File: config.mk
export PLATFORM = sky130hd
export DESIGN_NAME = ifetch_unit
export DESIGN_NICKNAME = d
export VERILOG_FILES = /design/src/rtl/ifetch_unit.sv
export SDC_FILE = /design/constraint.sdc
export NUM_CORES = 1
export LEC_CHECK = 0
export ABC_AREA = 1
export CELL_PAD_IN_SITES_DETAIL_PLACEMENT = 1
export CELL_PAD_IN_SITES_GLOBAL_PLACEMENT = 1
export CORE_UTILIZATION = 43
export CTS_CLUSTER_DIAMETER = 120
export DETAILED_ROUTE_END_ITERATION = 8
export PLACE_DENSITY = 0.87
export SETUP_SLACK_MARGIN = 0.4
export SLEW_MARGIN = 15
export SYNTH_ARGS = -nofsm -noshare
export SYNTH_HDL_FRONTEND = slang
export SYNTH_SLANG_ARGS = --single-unit
export TNS_END_PERCENT = 100
File: constraint.sdc
create_clock -name CLK -period 8.2 [get_ports CLK]
set_clock_uncertainty 0.05 [all_clocks]
set_input_delay 1.23 -clock CLK [delete_from_list [all_inputs] [get_ports CLK]]
set_output_delay 1.23 -clock CLK [all_outputs]
set_load 0.05 [all_outputs]
File: src/rtl/ifetch_unit.sv
// Instruction fetch unit: drives a combinational aROM and buffers fetched words in a 2-entry FIFO toward decode.
// Optional misaligned-redirect detection is enabled by defining IFETCH_ALIGN_CHK_EN.
module ifetch_unit #(
  parameter logic [31:0] RESET_PC = 32'h0000_0000,
  parameter int          ROM_AW   = 10
) (
  input  logic              CLK,
  input  logic              RST_n,
  output logic [ROM_AW-1:0] address,
  input  logic [31:0]       dsalida,
  output logic [31:0]       instr,
  output logic [31:0]       instr_pc,
  output logic              instr_valid,
  input  logic              instr_ready,
  input  logic              redirect_valid,
  input  logic [31:0]       redirect_pc,
  output logic              fetch_err
);

  typedef enum logic [1:0] {IDLE, RUN, FULL} state_t;

  state_t      state, state_nxt;
  logic [31:0] fetch_pc;
  logic [1:0]  count, count_nxt;
  logic [31:0] tail_instr, tail_pc;
  logic        push, pop, flush, misalign, err_lock;

  assign address = fetch_pc[ROM_AW+1:2];
  assign pop     = instr_valid & instr_ready;

`ifdef IFETCH_ALIGN_CHK_EN
  assign misalign = redirect_valid && (redirect_pc[1:0] != 2'b00);
  assign err_lock = fetch_err;

  always_ff @(posedge CLK or negedge RST_n) begin
    if (!RST_n)        fetch_err <= 1'b0;
    else if (misalign) fetch_err <= 1'b1;
  end
`else
  assign misalign  = 1'b0;
  assign err_lock  = 1'b0;
  assign fetch_err = 1'b0;
`endif

  // Once a fetch error is latched the unit is parked, so later redirects are ignored.
  assign flush = redirect_valid & ~err_lock;

  // NOTE: sequential state uses non-blocking assignments so every register samples pre-edge values.
  always_ff @(posedge CLK or negedge RST_n) begin
    if (!RST_n) state <= IDLE;
    else        state <= state_nxt;
  end

  always_comb begin
    // NOTE: defaults first so no path through this block leaves a signal unassigned (no latches).
    state_nxt = state;
    if (flush) begin
      state_nxt = misalign ? IDLE : RUN;
    end else begin
      case (state)
        IDLE:    if (!err_lock) state_nxt = RUN;
        RUN:     if (count_nxt == 2'd2) state_nxt = FULL;
        FULL:    if (pop) state_nxt = RUN;
        default: state_nxt = IDLE;
      endcase
    end
  end

  always_comb begin
    push      = (state == RUN) && !flush && ((count != 2'd2) || pop);
    count_nxt = count;
    case ({push, pop})
      2'b10:   count_nxt = count + 2'd1;
      2'b01:   count_nxt = count - 2'd1;
      default: count_nxt = count;
    endcase
  end

  always_ff @(posedge CLK or negedge RST_n) begin
    if (!RST_n) begin
      fetch_pc    <= RESET_PC;
      count       <= 2'd0;
      instr_valid <= 1'b0;
      instr       <= 32'd0;
      instr_pc    <= 32'd0;
    end else if (flush) begin
      fetch_pc    <= redirect_pc & 32'hFFFF_FFFC;
      count       <= 2'd0;
      instr_valid <= 1'b0;
    end else begin
      count       <= count_nxt;
      instr_valid <= (count_nxt != 2'd0);
      if (push) fetch_pc <= fetch_pc + 32'd4;
      if (pop && (count == 2'd2)) begin
        instr    <= tail_instr;
        instr_pc <= tail_pc;
      end else if (push && ((count == 2'd0) || pop)) begin
        instr    <= dsalida;
        instr_pc <= fetch_pc;
      end
    end
  end

  // NOTE: the tail entry is data-only storage qualified by count, so it needs no reset.
  always_ff @(posedge CLK) begin
    if (push && (count_nxt == 2'd2)) begin
      tail_instr <= dsalida;
      tail_pc    <= fetch_pc;
    end
  end

endmodule

==> metrics.txt <==
antenna violations before repair 0; vias in the first global route between 6000 and 7000; commonest cells in the synthesized netlist 153 x nand2_1, 130 x nor2_1, 97 x dfrtp_1; Req. time, crit path between 8000 and 9000 ps; die area ~18000 sq um; Starting Density ~44%; clock buffer depth 2; Seq/Total Area, Yosys just under 60%; Max IR drop VDD about 0.21 mV; top-count cell post-synth nand2_1; CTS HTree Levels 4; crit path buf inv count 4; Max Freq around 0.24 GHz; Async S/R FF share, synth between 60% and 70%; WL per Instance around 18 um; Top-Level Pins approximately 140; CTS sink cnt between 150 and 200; Mapped Cells between 700 and 800; met2 usage about two fifths; met3 usage 4.88%; clock root buffer clkbuf_16; CP most frequent cell nand2_1; pre-CTS setup slack approximately 3600 ps; Antenna Cells 0; first-pass detailed-route iteration total 4; delay of the slowest cell on the worst path between 600 and 700 ps; Yosys top cell area share between 30% and 40%; HP Class reg2reg; Post-layout nets 959; Num CTS Buffers 17; Placeable Area roughly 17000 sq um; Post-synth EDFFs between 60 and 70; DRT Wirelength 19900 um; Top FF cell, synth dfrtp_1; setup bufs post-CTS 0; PD cells ~400 nW/um^2; R2R Setup Slk ~5400 ps; Gates resized, CTS repair 0; status finished, final reports clean; Post-CTS Hold Buffers 0; Synth cell types 39; Die X between 100 and 150 um; Final Cycle Share about 50%; Setup TNS 0 ps; # rows 47; critical-path cell list clkdlybuf4s50_1 > buf_4 > inv_4 > nand2_1 > nor2_4 > nand2_1 > nand2_1 > nand2_1 > nand2_1 > nand3_1 > nor2_4 > buf_4; CTS tree yes; Slew @ Worst Pin roughly 1100 ps; Mapped Avg Cell Area 9.49 sq um; crit end category register; overall routing resource usage 23.9%; Final ANT Viol Nets 0; layout overhead on the synthesized area 27.4%; setup violators final 0; Tmin final between 4000 and 5000 ps; GR met1 Demand/Resource roughly 30%; gr ovfl total 0; number of port buffers approximately 140; die height between 100 and 150 um; DRC violations left 0; drt via density approximately 5.2; Slew HR between 20% and 30%; Leak around 4.0 nW; delay-heaviest family, CP buffers and inverters; Final Hold Fails 0; cell taking the most area after synthesis dfrtp_1; DR vias between 5000 and 6000; setup ws final about 4100 ps; first-pass GRT wire length 32400 um; top post-synthesis cells by area dfrtp_1 33%, edfxtp_1 25%, nand2_1 7.9%; placed wire-length estimate ~13000 um; warnings from Yosys 0; RSZ-0062 raised after global routing false; pin count of the biggest net entering global routing 93; synthesis-stage register bit count 159; share of cells above drive strength 1 around 6%; max-cap viol count 0; Arr. time, crit path 4130 ps; Routability Congestion 0.840; critical path type in2reg; clock insertion delay at the later pin of the skew report 420 ps; grt peak-use layer met2; 1st-iter DRT viols approximately 290; Slowest-stage cell, CP buf_4; Syn Std Cell Area around 7300 sq um; crit-path max FO a little over 50; clock transition at the registers of the reported paths 60 ps; Slew Limit Fails 0; Critical Path Source Type primary input
-- cell usage in the layout (no fill, tap or decap), types with 5 or more instances in the layout --
master,netlist,layout
a21oi_1,74,74
buf_4,23,7
clkbuf_16,0,17
clkdlybuf4s50_1,0,137
dfrtp_1,97,97
edfxtp_1,62,62
inv_1,45,45
mux2i_1,38,38
nand2_1,153,153
nand3_1,25,25
nor2_1,130,129
o211ai_1,5,5
o21ai_0,49,49
xor2_1,8,8
-- cells by family after synthesis --
logic type | Yosys count | share of synthesized area [%]
XOR/XNOR | 8 | 0.959
AND/OR/NAND/NOR | 326 | 17.9
adder cells (fa/ha/maj) | 1 | 0.171
other | 1 | 0.0513
AO/OA/AOI/OAI | 144 | 10.7
flip-flops | 159 | 58.7
multiplexers | 38 | 5.21
buffers and inverters | 93 | 6.32
-- per-layer routing --
metal | vias up | wire length (um)
met5 | - | 0
met4 | 0 | 323
met3 | 25 | 795
met2 | 165 | 10100
met1 | 2816 | 8700
li1 | 2805 | -
-- through the flow --
step	hold slack, ps	instances	util, %	power [mW]	area [sq um]
floorplan	375	772	-	2.36	7310
global placement	378	1091	52.7	2.84	8750
detailed placement	386	1091	52.7	2.90	8750
CTS	403	1123	56.1	3.68	9310
global route	416	1123	56.1	3.85	9310
finish	400	1123	56.1	3.66	9310
-- flip-flops by register name, summed over array words and instances (netlist names) --
name / count
count: 2
tail_pc: 30
instr_valid: 1
instr: 32
fetch_pc: 30
instr_pc: 30
tail_instr: 32
state: 2
-- cell type report --
cell class	instances	area [sq um]
clock inverter	15	138
multi-input combinational	520	2580
sequential	159	4290
tap	220	275
clock buffer	17	425
inverter	48	183
fill	1867	7270
timing repair buffer	144	1420
-- power breakdown --
| part | leakage (nW) | switching [mW] | internal, mW | total, mW |
|---|---|---|---|---|
| Combinational | 2.07 | 1.12 | 0.505 | 1.63 |
| Sequential | 1.66 | 0.176 | 1.09 | 1.27 |
| Clock | 0.266 | 0.338 | 0.422 | 0.760 |
| Total | 4.00 | 1.64 | 2.02 | 3.66 |
-- worst paths after layout --
path / start / endpoint / depth (start not counted)
max: redirect_valid / tail_pc[27]$_DFFE_PP_ / 12
max reg2reg: state[0]$_DFFE_PN0P_ / tail_pc[27]$_DFFE_PP_ / 10
min reg2reg: fetch_pc[31]$_DFFE_PN0N_ / tail_pc[31]$_DFFE_PP_ / 0
min in group asynchronous: RST_n / fetch_pc[30]$_DFFE_PN0N_ / 1
max in group asynchronous: RST_n / instr_pc[13]$_DFFE_PN0P_ / 2
min: fetch_pc[31]$_DFFE_PN0N_ / tail_pc[31]$_DFFE_PP_ / 0
Power figures use the tool's default switching activity.
